==> src/rtl/vga_timing_pkg.sv <==
// Shared VGA timing types, default 640x480 constants and total-length helpers.
package vga_timing_pkg;

    localparam int DEF_H_VISIBLE = 640;
    localparam int DEF_H_FRONT   = 16;
    localparam int DEF_H_SYNC    = 96;
    localparam int DEF_H_BACK    = 48;
    localparam int DEF_V_VISIBLE = 480;
    localparam int DEF_V_FRONT   = 10;
    localparam int DEF_V_SYNC    = 2;
    localparam int DEF_V_BACK    = 33;
    localparam int MAX_TOTAL     = 1024;

    typedef struct packed {
        logic hs;
        logic vs;
        logic blank;
    } vga_sync_t;

    // Idle/reset level: syncs deasserted, blank reports the (0,0) visible pixel.
    localparam vga_sync_t SYNC_IDLE = '{hs: 1'b1, vs: 1'b1, blank: 1'b1};

    function automatic int h_total(int visible, int front, int sync, int back);
        return visible + front + sync + back;
    endfunction

    function automatic int v_total(int visible, int front, int sync, int back);
        return visible + front + sync + back;
    endfunction

endpackage

==> src/rtl/sync_delay.sv <==
// Enable-gated shift register with asynchronous active-low reset to a given value.
module sync_delay #(
    parameter int               DEPTH   = 1,
    parameter int               WIDTH   = 1,
    parameter logic [WIDTH-1:0] RST_VAL = '0
) (
    input  logic             clk_sys,
    input  logic             rst_b,
    input  logic             en,
    input  logic [WIDTH-1:0] source,
    output logic [WIDTH-1:0] delayed
);

    if (DEPTH == 0) begin : g_bypass
        assign delayed = source;
    end else begin : g_pipe
        logic [WIDTH-1:0] stage [DEPTH];

        always_ff @(posedge clk_sys or negedge rst_b) begin
            if (!rst_b) begin
                for (int i = 0; i < DEPTH; i++) stage[i] <= RST_VAL;
            end else if (en) begin
                stage[0] <= source;
                for (int i = 1; i < DEPTH; i++) stage[i] <= stage[i-1];
            end
        end

        assign delayed = stage[DEPTH-1];
    end

endmodule

==> src/rtl/vga_timing_gen.sv <==
// VGA raster timing: pixel enable/clock, DrawX/DrawY counters, sync/blank decodes,
// frame-level pulses and a pixel-aligned delayed copy of sync/blank.
module vga_timing_gen
    import vga_timing_pkg::*;
#(
    parameter int H_VISIBLE  = DEF_H_VISIBLE,
    parameter int H_FRONT    = DEF_H_FRONT,
    parameter int H_SYNC     = DEF_H_SYNC,
    parameter int H_BACK     = DEF_H_BACK,
    parameter int V_VISIBLE  = DEF_V_VISIBLE,
    parameter int V_FRONT    = DEF_V_FRONT,
    parameter int V_SYNC     = DEF_V_SYNC,
    parameter int V_BACK     = DEF_V_BACK,
    parameter int PIX_DIV    = 2,
    parameter int PIPE_DELAY = 1
) (
    input  logic       Clk,
    input  logic       Reset_n,
    output logic       pixel_ce,
    output logic       VGA_Clk,
    output logic [9:0] DrawX,
    output logic [9:0] DrawY,
    output logic       blank,
    output logic       hs,
    output logic       vs,
    output logic       hs_d,
    output logic       vs_d,
    output logic       blank_d,
    output logic       frame_start,
    output logic       vblank_start
);

    localparam int H_TOT    = h_total(H_VISIBLE, H_FRONT, H_SYNC, H_BACK);
    localparam int V_TOT    = v_total(V_VISIBLE, V_FRONT, V_SYNC, V_BACK);
    localparam int HS_START = H_VISIBLE + H_FRONT;
    localparam int HS_END   = H_VISIBLE + H_FRONT + H_SYNC;
    localparam int VS_START = V_VISIBLE + V_FRONT;
    localparam int VS_END   = V_VISIBLE + V_FRONT + V_SYNC;
    localparam int DIV_W    = $clog2(PIX_DIV);

    localparam logic [DIV_W-1:0] DIV_LAST = DIV_W'(PIX_DIV - 1);
    localparam logic [DIV_W-1:0] DIV_HALF = DIV_W'(PIX_DIV / 2);
    localparam logic [9:0]       H_LAST   = 10'(H_TOT - 1);
    localparam logic [9:0]       V_LAST   = 10'(V_TOT - 1);
    localparam logic [9:0]       V_VIS    = 10'(V_VISIBLE);

    if (H_TOT > MAX_TOTAL || V_TOT > MAX_TOTAL) begin : g_total_check
        $error("vga_timing_gen: H_TOTAL and V_TOTAL must not exceed 1024");
    end
    if (PIX_DIV < 2 || (PIX_DIV % 2) != 0) begin : g_div_check
        $error("vga_timing_gen: PIX_DIV must be even and at least 2");
    end
    if (PIPE_DELAY < 0 || PIPE_DELAY > 4) begin : g_pipe_check
        $error("vga_timing_gen: PIPE_DELAY must be within 0..4");
    end

    logic [DIV_W-1:0] div;
    logic [DIV_W-1:0] div_next;
    logic [9:0]       x_next;
    logic [9:0]       y_next;
    vga_sync_t        sync_next;
    vga_sync_t        sync_q;
    vga_sync_t        sync_dly;

    assign pixel_ce = (div == DIV_LAST);

    // Decodes use the next counter values so the registered flags move with DrawX/DrawY.
    always_comb begin
        div_next = (div == DIV_LAST) ? '0 : div + DIV_W'(1);
        x_next   = DrawX;
        y_next   = DrawY;
        if (pixel_ce) begin
            if (DrawX == H_LAST) begin
                x_next = '0;
                y_next = (DrawY == V_LAST) ? '0 : DrawY + 10'd1;
            end else begin
                x_next = DrawX + 10'd1;
            end
        end
        sync_next.blank = (int'(x_next) < H_VISIBLE) && (int'(y_next) < V_VISIBLE);
        sync_next.hs    = !((int'(x_next) >= HS_START) && (int'(x_next) < HS_END));
        sync_next.vs    = !((int'(y_next) >= VS_START) && (int'(y_next) < VS_END));
    end

    always_ff @(posedge Clk or negedge Reset_n) begin
        if (!Reset_n) begin
            div          <= '0;
            VGA_Clk      <= 1'b0;
            DrawX        <= '0;
            DrawY        <= '0;
            sync_q       <= SYNC_IDLE;
            frame_start  <= 1'b0;
            vblank_start <= 1'b0;
        end else begin
            div          <= div_next;
            VGA_Clk      <= (div_next >= DIV_HALF);
            DrawX        <= x_next;
            DrawY        <= y_next;
            sync_q       <= sync_next;
            frame_start  <= pixel_ce && (x_next == '0) && (y_next == '0);
            vblank_start <= pixel_ce && (x_next == '0) && (y_next == V_VIS);
        end
    end

    assign blank = sync_q.blank;
    assign hs    = sync_q.hs;
    assign vs    = sync_q.vs;

    sync_delay #(
        .DEPTH   (PIPE_DELAY),
        .WIDTH   ($bits(vga_sync_t)),
        .RST_VAL (SYNC_IDLE)
    ) u_sync_delay (
        .clk_sys (Clk),
        .rst_b   (Reset_n),
        .en      (pixel_ce),
        .source  (sync_q),
        .delayed (sync_dly)
    );

    assign hs_d    = sync_dly.hs;
    assign vs_d    = sync_dly.vs;
    assign blank_d = sync_dly.blank;

endmodule
==> config.mk <==
export PLATFORM = sky130hd
export DESIGN_NAME = vga_timing_gen
export DESIGN_NICKNAME = d
export VERILOG_FILES = /design/src/rtl/vga_timing_pkg.sv /design/src/rtl/sync_delay.sv /design/src/rtl/vga_timing_gen.sv
export SDC_FILE = /design/constraint.sdc
export NUM_CORES = 1
export LEC_CHECK = 0
export CAP_MARGIN = 20
export CORE_ASPECT_RATIO = 1.25
export CORE_MARGIN = 2
export CORE_UTILIZATION = 53
export CTS_BUF_LIST = sky130_fd_sc_hd__clkbuf_4 sky130_fd_sc_hd__clkbuf_8
export CTS_CLUSTER_SIZE = 25
export DETAILED_ROUTE_END_ITERATION = 8
export PLACE_DENSITY = 0.82
export SLEW_MARGIN = 20
export SYNTH_ARGS = -nofsm -noshare
export SYNTH_HDL_FRONTEND = slang
export SYNTH_HIERARCHICAL = 1
export SYNTH_SLANG_ARGS = --single-unit
==> constraint.sdc <==
create_clock -name Clk -period 3.35 [get_ports Clk]
set_clock_uncertainty 0.05 [all_clocks]
set_input_delay 0.67 -clock Clk [delete_from_list [all_inputs] [get_ports Clk]]
set_output_delay 0.67 -clock Clk [all_outputs]
set_load 0.03 [all_outputs]
Word level (Yosys, flattened, before mapping). Cells that the tools add are included.

Add/subtract/negate cells: 3. $lt $le $gt $ge: 7. Equal/unequal tests: 3. Muxes and demuxes: 6. Reductions and logical operators: 10.

Operators by type and width (count): $mux 10 (5); $add 10x1->10 const B (2); $eq 10x10->1 const B (2); $logic_not 10->1 (2); $lt 10x10->1 const B (2); $lt 10x9->1 const B (2); $eq 10x9->1 const B (1); $ge 10x10->1 const B (1); $ge 10x9->1 const B (1); $logic_and 1x1->1 (6); $logic_not 1->1 (2); $add 1x1->1 const B (1); $ge 1x1->1 const B (1); $mux 1 (1).

Bits in registers: 30. Input bits: 2. Output and inout port bits: 30.

Logic depth before layout (Yosys ltp). Gate-level depths: netlist (run 1).

Word-level depth: 7. Mapped depth: 8. Gate-level depth less buffers: 8.

Cells and area by module. The synthesis (run 1) kept the hierarchy.

By module, submodules not included: vga_timing_gen (times used 1, cells each 152, area each 1512.7 um2); sync_delay (times used 1, cells each 6, area each 112.6 um2).

Worst setup path after synthesis (run 1). No wires, ideal clock.

Kind: flip-flop to flip-flop. Start: register DrawX[0]. End: register sync_q (netlist bit vs). Library setup time: 94 ps. Data arrival time: 2607 ps. Path slack: 599 ps. Stages on the path, launching flop included: 9. Path buffers: 1. Clock period less this slack: 2751 ps. Cells stage by stage: dfrtp_1 -> ha_1 -> and4_1 -> buf_2 -> nand4_1 -> or4_1 -> a22oi_2 -> nand4b_1 -> or4_1.

RTL lines: start, declared (RTL line vga_timing_gen.sv:21) `output logic [9:0] DrawX,`; start signal, assigned (RTL line vga_timing_gen.sv:97) `DrawX <= x_next;`; end signal, assigned (RTL line vga_timing_gen.sv:99) `sync_q <= sync_next;`; end, declared (RTL line vga_timing_gen.sv:62) `vga_sync_t sync_q;`.

==> results of run 1 <==
## sequential cells by signal, indices dropped and copies added, names as in the netlist
register              cells
DrawX                    10
u_sync_delay/delayed      3
vblank_start              1
vs                        1
hs                        1
frame_start               1
DrawY                    10
VGA_Clk                   1
blank                     1
## worst reg2reg max path: cells and delay by family, from the launching register on
family          cells  cell delay [ps]
simple gates        5             1880
flops               1              690
compound gates      1              120
## layout by cell type, fill, tap and decap left out, types with 2 or more instances in the layout
cell and instances:
clkdlybuf4s50_1 31, dfrtp_1 23, nand3_1 10, nand4_1 9, nand2_1 9, inv_1 7
o21ai_0 7, nor2_1 6, dfstp_2 6, clkbuf_4 6, and4_1 4, or3_1 4
nor4_1 4, xnor2_1 4, mux2_2 4, and2_1 3, and3_1 3, a31oi_1 3
nor3_1 3, or4_1 3, nand4b_1 3, ha_1 3, o41ai_1 2, a41oi_1 2
a21oi_1 2, a311o_1 2, a21o_1 2
## power groups by stage
stage,registers (mW),clock network [mW],logic (mW)
after floorplan,0.357,0,0.000000295
after global placement,0.357,0,0.00844
after detailed placement,0.357,0,0.00880
after CTS,0.350,0.318,0.00884
after global routing,0.350,0.332,0.0101
final,0.350,0.306,0.00813
## per-stage QoR
stage	area (um^2)	std cells	util (%)
floorplan	1630	158	-
global placement	1940	217	66.0
detailed placement	1940	217	66.0
CTS	2030	225	69.0
global route	2030	225	69.0
finish	2030	225	69.0
## layer usage
metal | GRT usage, % | routed length, um
met5 | 0 | 0
met4 | 11.5 | 106
met3 | 7.47 | 195
met2 | 40.1 | 1940
met1 | 28.9 | 1530
## cell families (layout without fill, tap and decap cells)
logic type | Yosys count | after routing | synth area share (%)
flops | 29 | 29 | 45.1
compound gates | 28 | 28 | 13.2
simple gates | 71 | 71 | 28.7
fa+ha+maj | 3 | 3 | 2.31
xor+xnor | 5 | 5 | 2.69
mux | 5 | 5 | 3.39
buf+inv | 17 | 48 | 4.54
## area by class of cell
cell class	count	share of cell area, %
clock inverter	1	1.48
multi-input combinational	112	40.2
timing repair buffer	32	15.6
tap	36	2.22
inverter	8	1.48
sequential	29	36.1
clock buffer	7	2.89
## final timing paths
path                                 end  slack (ps)  cells past startpoint  startpoint
max in group asynchronous             vs        2280                      2     Reset_n
worst min-delay path            DrawX[1]         540                      1    DrawX[1]
worst max-delay path                  vs         530                      6     VGA_Clk
worst min register to register  DrawX[1]         540                      1    DrawX[1]
min in group asynchronous       DrawY[4]         660                      2     Reset_n
worst max register to register        vs         530                      6     VGA_Clk
==> impl_metrics.tcl, run 1 <==
set metrics [dict create \
    status "complete, no violations" \
    end_kind "register" \
    insertedDiodeCount 0 \
    slowest_stage "dfrtp_1" \
    cts_resized 0 \
    cts_tree "yes" \
    dr_total_vias 1409 \
    totalWireLength_um 3770 \
    antenna_found_initial 0 \
    drt_iter0_markers 49 \
    min_period_ps 2820 \
    ys_types 50 \
    clock_sinks 29 \
    critPathTopFamily "simple AND/OR/NAND/NOR gates" \
    holdBufCountCts 0 \
    synth_warnings 6 \
    final-seq-area_um2 733 \
    fin_crit_sh_pct 84.2 \
    arrival_ps 3010 \
    firstDrtPassIters 4 \
    synthArstFlopShare_pct 100 \
    tightestPinTransition_ps 587 \
    internal_power_mw 0.538 \
    groute.usage.overall_pct 24.6 \
    fmax_ghz 0.355 \
    p_total_mw 0.664 \
    p_switching_mw 0.126 \
    cts-root-buf "clkbuf_4" \
    post_drt_wl_per_cell_um 16.8 \
    port_buffers 31 \
    hold_viol 0 \
    syn_avg_cell_area_um2 10.3 \
    die_area_um2 3530 \
    start_util_pct 55.2 \
    cp_slowest_stage_delay_ps 690 \
    grt_max_degree 30 \
    setup_slack_ps 531 \
    synth_most_common_cell "dfrtp_1" \
    maxSlewViolCount 0 \
    place.detailed.hpwl_um 2800 \
    grt_pass1_vias 1341 \
    synthTopCellsByCount "dfrtp_1 (23), nand3_1 (10), nand2_1 (9), nand4_1 (9)" \
    vdd_drop_max_mv 0.414 \
    critPathKind "register to register" \
    dieWidth_um 53.5 \
    post_cts_buffers 0 \
    pwr-share-comb_pct 1.2 \
    path_max_fanout 17 \
    synth_cells 158 \
    power_density_nw_per_um2 327 \
    p_clk_share_pct 46.0 \
    leakagePower_nw 0.805 \
    cts.reportedPaths.clkPinSlew_ps 90 \
    holdWs_ps 536 \
    synth-seq-area-share_pct 45.1 \
    netlist_area_um2 1630 \
    viasPerCell 6.26 \
    swShare_pct 18.9 \
    required_ps 3540 \
    grt_setup_unrepaired "no" \
    synth_nets 163 \
    hp-class "register to register" \
    slew-limit-headroom_pct 60.7 \
    syn_to_final_growth_pct 25.1 \
    ioPinCount 32 \
    synth_largest_area_cell "dfrtp_1" \
    nNetsFinal 193 \
    synth-seq-cells 29 \
    seqPwrFrac_pct 52.7 \
    grt_first_pass_wirelength_um 6220 \
    netlist.area_leader.share_pct 35.4 \
    cts_buffer_depth 2 \
    htree_levels 2 \
    drive_above_1_share_pct 15.3 \
    rows 22 \
    synth_edf_count 0 \
    drc 0 \
    grt-ovfl-total 0 \
    coreArea_um2 2950 \
    crit_chain "nor4b_4 -> nand3_2 -> or4_4 -> a22oi_2 -> nand4b_1 -> or4_1" \
    ant_nets 0 \
    cts_buffers 5 \
    gp_congestion 0.892 \
    finalSetupTns_ps 0 \
    synthFlopType "dfrtp_1" \
    pre_cts_ws_ps 530 \
    multi_input_area_um2 818 \
    crit_path_start_kind "register" \
    insertion_delay_ps 330 \
    nFillCells 217 \
    setup_viol 0 \
    crit_buf_inv 0 \
    cap_violations 0 \
    ys_top_cells_by_area "dfrtp_1 (35%), dfstp_2 (9.7%), nand4_1 (3.5%)" \
    dieHeight_um 65.9 \
]
Power figures use the tool's default switching activity.
==> run 2, diff against run 1 <==
Clock period 3.35 ns to 2.6 ns, I/O delays scaled along.
==> run 2 against run 1 <==
Clock power increased by 2%. Setup slack got worse by 510 ps. Design area rose by 7.3%. Final cell count is 8.0% higher. Sequential share of layout area fell by 2.3 points. Critical path type unchanged. Highest routed layer unchanged.
==> impl_metrics.tcl, run 2 (synthesis gave the netlist of run 1 again) <==
set metrics [dict create \
    r2r_cells 7 \
    cap_violations 0 \
    post_drt_wl_per_cell_um 17.7 \
    mostFrequentLayoutCells "clkdlybuf4s50_1 (31), dfrtp_1 (20), buf_4 (19), nand3_1 (10)" \
    totalWireLength_um 4300 \
    start_util_pct 55.2 \
    grt_pass1_vias 1451 \
    drive_above_1_share_pct 25.6 \
    cts_buffer_depth 2 \
    required_ps 2790 \
    cts.reportedPaths.clkPinSlew_ps 90 \
    dieHeight_um 65.9 \
    path_depth 7 \
    grt_setup_unrepaired "yes" \
    viasPerCell 6.37 \
    groute.usage.overall_pct 27.1 \
    place_area_um2 2050 \
    fin_crit_sh_pct 99.1 \
    die_area_um2 3530 \
    status "complete, no violations" \
    rows 22 \
    final_common_cell "clkdlybuf4s50_1" \
    insertion_delay_ps 330 \
    tightestPinTransition_ps 608 \
    cts_tree "yes" \
    coreArea_um2 2950 \
    drc 0 \
    place.detailed.hpwl_um 3060 \
    fmax_ghz 0.388 \
    crit_buf_inv 2 \
    dr_total_vias 1549 \
    power_density_nw_per_um2 355 \
    crit_chain "nor4b_4 -> buf_4 -> nand3_2 -> buf_4 -> o41ai_2 -> nand4b_1 -> or4_1" \
    dp.cells 229 \
    cts-root-buf "clkbuf_4" \
    grt_max_degree 30 \
    port_buffers 31 \
    path_max_fanout 9 \
    maxSlewViolCount 0 \
    cts_buffers 5 \
    gp_congestion 0.910 \
    layout.cells.non_filler 243 \
    htree_levels 2 \
    drt_iter0_markers 70 \
    vdd_drop_max_mv 0.322 \
    arrival_ps 2770 \
    firstDrtPassIters 6 \
    nNetsFinal 211 \
    grt_first_pass_wirelength_um 6820 \
    syn_to_final_growth_pct 34.2 \
    critPathKind "register to register" \
    min_period_ps 2580 \
    grt-ovfl-total 0 \
    slowest_stage "or4_1" \
    slew-limit-headroom_pct 59.3 \
    crit_top_cell "buf_4" \
    crit_path_start_kind "register" \
    ioPinCount 32 \
    insertedDiodeCount 0 \
    clock_sinks 29 \
    hp-class "input port to async pin" \
    fin_area_um2 2180 \
    critPathTopFamily "simple AND/OR/NAND/NOR gates" \
    dieWidth_um 53.5 \
    hold_viol 0 \
    antenna_found_initial 0 \
    ant_nets 0 \
    holdWs_ps 500 \
    end_kind "register" \
    leakagePower_nw 0.878 \
    setup_viol 0 \
    cp_slowest_stage_delay_ps 540 \
]
==> run 2: what timing repair did <==
action / in CTS / in global routing
resized for setup: 1 / 3
hold buffers: 0 / 0
pin swaps: 0 / 3
setup endpoints to repair: 1 / 2
buffers inserted: 0 / 6
==> run 2: stage by stage <==
stage                     worst slack (ps)  utilization (%)  setup TNS [ps]  power (mW)
after floorplan                       18.1                -               0       0.460
after global placement                62.5             69.6               0       0.471
after detailed placement             -2.32             69.6           -2.32       0.471
after CTS                             47.5             72.0               0       0.779
after global routing                  -137             74.0            -154       0.803
final                                 24.6             74.0               0       0.773
==> run 2: per-layer routing <==
layer | wire, um | track usage (%)
met5 | 0 | 0
met3 | 279 | 8.37
met1 | 1680 | 29.7
met2 | 2230 | 45.1
met4 | 107 | 15.1
==> run 2: path summary, 6_finish.rpt <==
path | slack [ps] | end | from
min in group Clk | 540 | DrawX[1] | DrawX[1]
worst max-delay path | 20 | vs | DrawX[7]
worst min register to register | 540 | DrawX[1] | DrawX[1]
worst min-delay path | 500 | DrawY[4] | Reset_n
worst max register to register | 20 | vs | DrawX[7]
max in group asynchronous | 1670 | vs | Reset_n
==> run 2: area by class of cell <==
type	count	area (um^2)
clock buffer	8	66.3
timing repair buffer	50	453
tap	36	45.0
sequential	29	737
multi-input combinational	112	850
fill	203	764
inverter	8	30.0
==> run 2: power breakdown <==
part	leakage, nW	internal (mW)	switching, mW
Sequential	0.365	0.451	0
Clock	0.0394	0.154	0.157
Combinational	0.474	0.00229	0.00843
Total	0.878	0.608	0.166
==> run 3, diff against run 2 <==
Clock period 2.6 ns to 2.56 ns, I/O delays scaled along.
==> run 3 against run 2 <==
Critical path depth decreased by 1. Sequential share of layout area increased by 0.29 points. Power increased by 0.71%. Flip-flop and latch count unchanged. Non-clock buffer count decreased by 1. First-iteration DRC count decreased by 44%. Register-to-register slack improved by 20 ps. Clock power about the same. Clock-buffer cell count unchanged. Final cell count decreased by 0.41%. Sequential power increased by 2%. Hold slack got worse by 11 ps.
==> impl_metrics.tcl, run 3 (synthesis gave the netlist of run 1 again) <==
set metrics [dict create \
    status "complete, no violations" \
    dieWidth_um 53.5 \
    vdd_drop_max_mv 0.417 \
    totalWireLength_um 4140 \
    dr_total_vias 1480 \
    m1WireLength_um 1740 \
    p_switching_mw 0.162 \
    port_buffers 31 \
    pwr-share-comb_pct 1.4 \
    swShare_pct 20.8 \
    holdBufCountCts 0 \
    rrSetupSlack_ps 50 \
    final_common_cell "clkdlybuf4s50_1" \
    coreArea_um2 2950 \
    mostFrequentLayoutCells "clkdlybuf4s50_1 (31), buf_4 (18), dfrtp_1 (17)" \
    p_clk_share_pct 39.8 \
    r2r-end "vs" \
    ioPinCount 32 \
    crit_path_start_kind "register" \
    critPathKind "register to register" \
    dieHeight_um 65.9 \
    cap_violations 0 \
    insertion_delay_ps 340 \
    wl_met2_um 2150 \
    insertedDiodeCount 0 \
    slew-limit-headroom_pct 68.2 \
    viasPerCell 6.12 \
    firstDrtPassIters 5 \
    drt_iter0_markers 39 \
    groute.usage.overall_pct 26.3 \
    rows 22 \
    power_density_nw_per_um2 358 \
    leakagePower_nw 0.870 \
    gp_congestion 0.932 \
    final-seq-area_um2 741 \
    place.detailed.hpwl_um 3110 \
    drive_above_1_share_pct 27.2 \
    nFillCells 220 \
    seqPwrFrac_pct 58.8 \
    internal_power_mw 0.617 \
    path_max_fanout 5 \
    tightestPinTransition_ps 474 \
    multi_input_area_um2 846 \
    die_area_um2 3530 \
    setup_viol 0 \
    cts.reportedPaths.clkPinSlew_ps 100 \
    ant_nets 0 \
    end_kind "register" \
    finalSetupTns_ps 0 \
    required_ps 2760 \
    cts_buffer_depth 2 \
    cts_buffers 5 \
    rr_startpoint "DrawX[7]" \
    top_layer_used "met4" \
    arrival_ps 2710 \
    grt-ovfl-total 0 \
    cts_tree "yes" \
    hold_viol 0 \
    syn_to_final_growth_pct 33.7 \
    min_period_ps 2510 \
    fin_crit_sh_pct 98.1 \
    post_drt_wl_per_cell_um 17.1 \
    hp-class "input port to async pin" \
    layout.cells.non_filler 242 \
    r2r_cells 6 \
    wl_met3_um 172 \
    fmax_ghz 0.398 \
    grt_first_pass_wirelength_um 6680 \
    nNetsFinal 210 \
    start_util_pct 55.2 \
    antenna_found_initial 0 \
    htree_levels 2 \
    grt_pass1_vias 1433 \
    drc 0 \
    cts-root-buf "clkbuf_4" \
    grt_max_degree 30 \
    dp.cells 232 \
    grt_setup_unrepaired "yes" \
    clock_sinks 29 \
    maxSlewViolCount 0 \
]
run 3: cell types whose count changed in the layout (fill, tap and decap cells not counted), sizes merged:
cell	change
buf	-1
run 3: layout make-up:
class                      instances  share of cell area, %
tap                               36                   2.07
sequential                        29                   34.1
timing repair buffer              49                   20.5
inverter                           8                   1.38
multi-input combinational        112                   38.9
clock buffer                       8                   3.05
run 3: power by group through the flow:
stage | clock, mW | combinational (mW) | sequential [mW]
after global placement | 0 | 0.0112 | 0.467
after detailed placement | 0 | 0.0116 | 0.467
final | 0.310 | 0.0108 | 0.458
after CTS | 0.318 | 0.0116 | 0.458
after global routing | 0.339 | 0.0133 | 0.458
after floorplan | 0 | 0.000000292 | 0.467
run 3: routing by layer:
layer	vias up	track usage, %
met1	723	29.4
li1	697	-
met5	-	0
met3	9	6.33
met2	51	45.8
met4	0	11.9
run 3: metrics by stage:
step           power (mW)  worst slack [ps]  area (um^2)  hold WS (ps)  utilization (%)
6_report            0.779              49.4         2170           490             73.8
3_5_place_dp        0.478             -6.90         2070           513             70.4
2_1_floorplan       0.467              2.43         1640           166                -
3_3_place_gp        0.478              56.7         2070           508             70.4
4_1_cts             0.788              40.0         2140           501             72.7
5_1_grt             0.811             -43.3         2170           530             73.8
run 3: worst max-delay path by stage:
stage / end / start / cells past startpoint / slack (ps)
6_report: vs / DrawX[7] / 6 / 50
5_1_grt: vs / DrawX[7] / 6 / -40
4_1_cts: vs / DrawX[7] / 6 / 40
3_5_place_dp: vs / DrawY[7] / 5 / -7
3_3_place_gp: frame_start / DrawX[1] / 6 / 60
2_1_floorplan: vs / DrawX[0] / 8 / 2
run 3: what timing repair did:
action | 4_1_cts | 5_1_grt
pin swaps | 1 | 2
buffers inserted | 0 | 2
resized for setup | 0 | 5
setup endpoints to repair | 1 | 2
run 3: worst max-delay path, stage by stage (launching register included):
cell,delay (ps)
dfrtp_2,460
nor4b_4,370
nand4_1,180
or4_4,520
a22oi_2,190
nand4b_1,150
or4_1,530
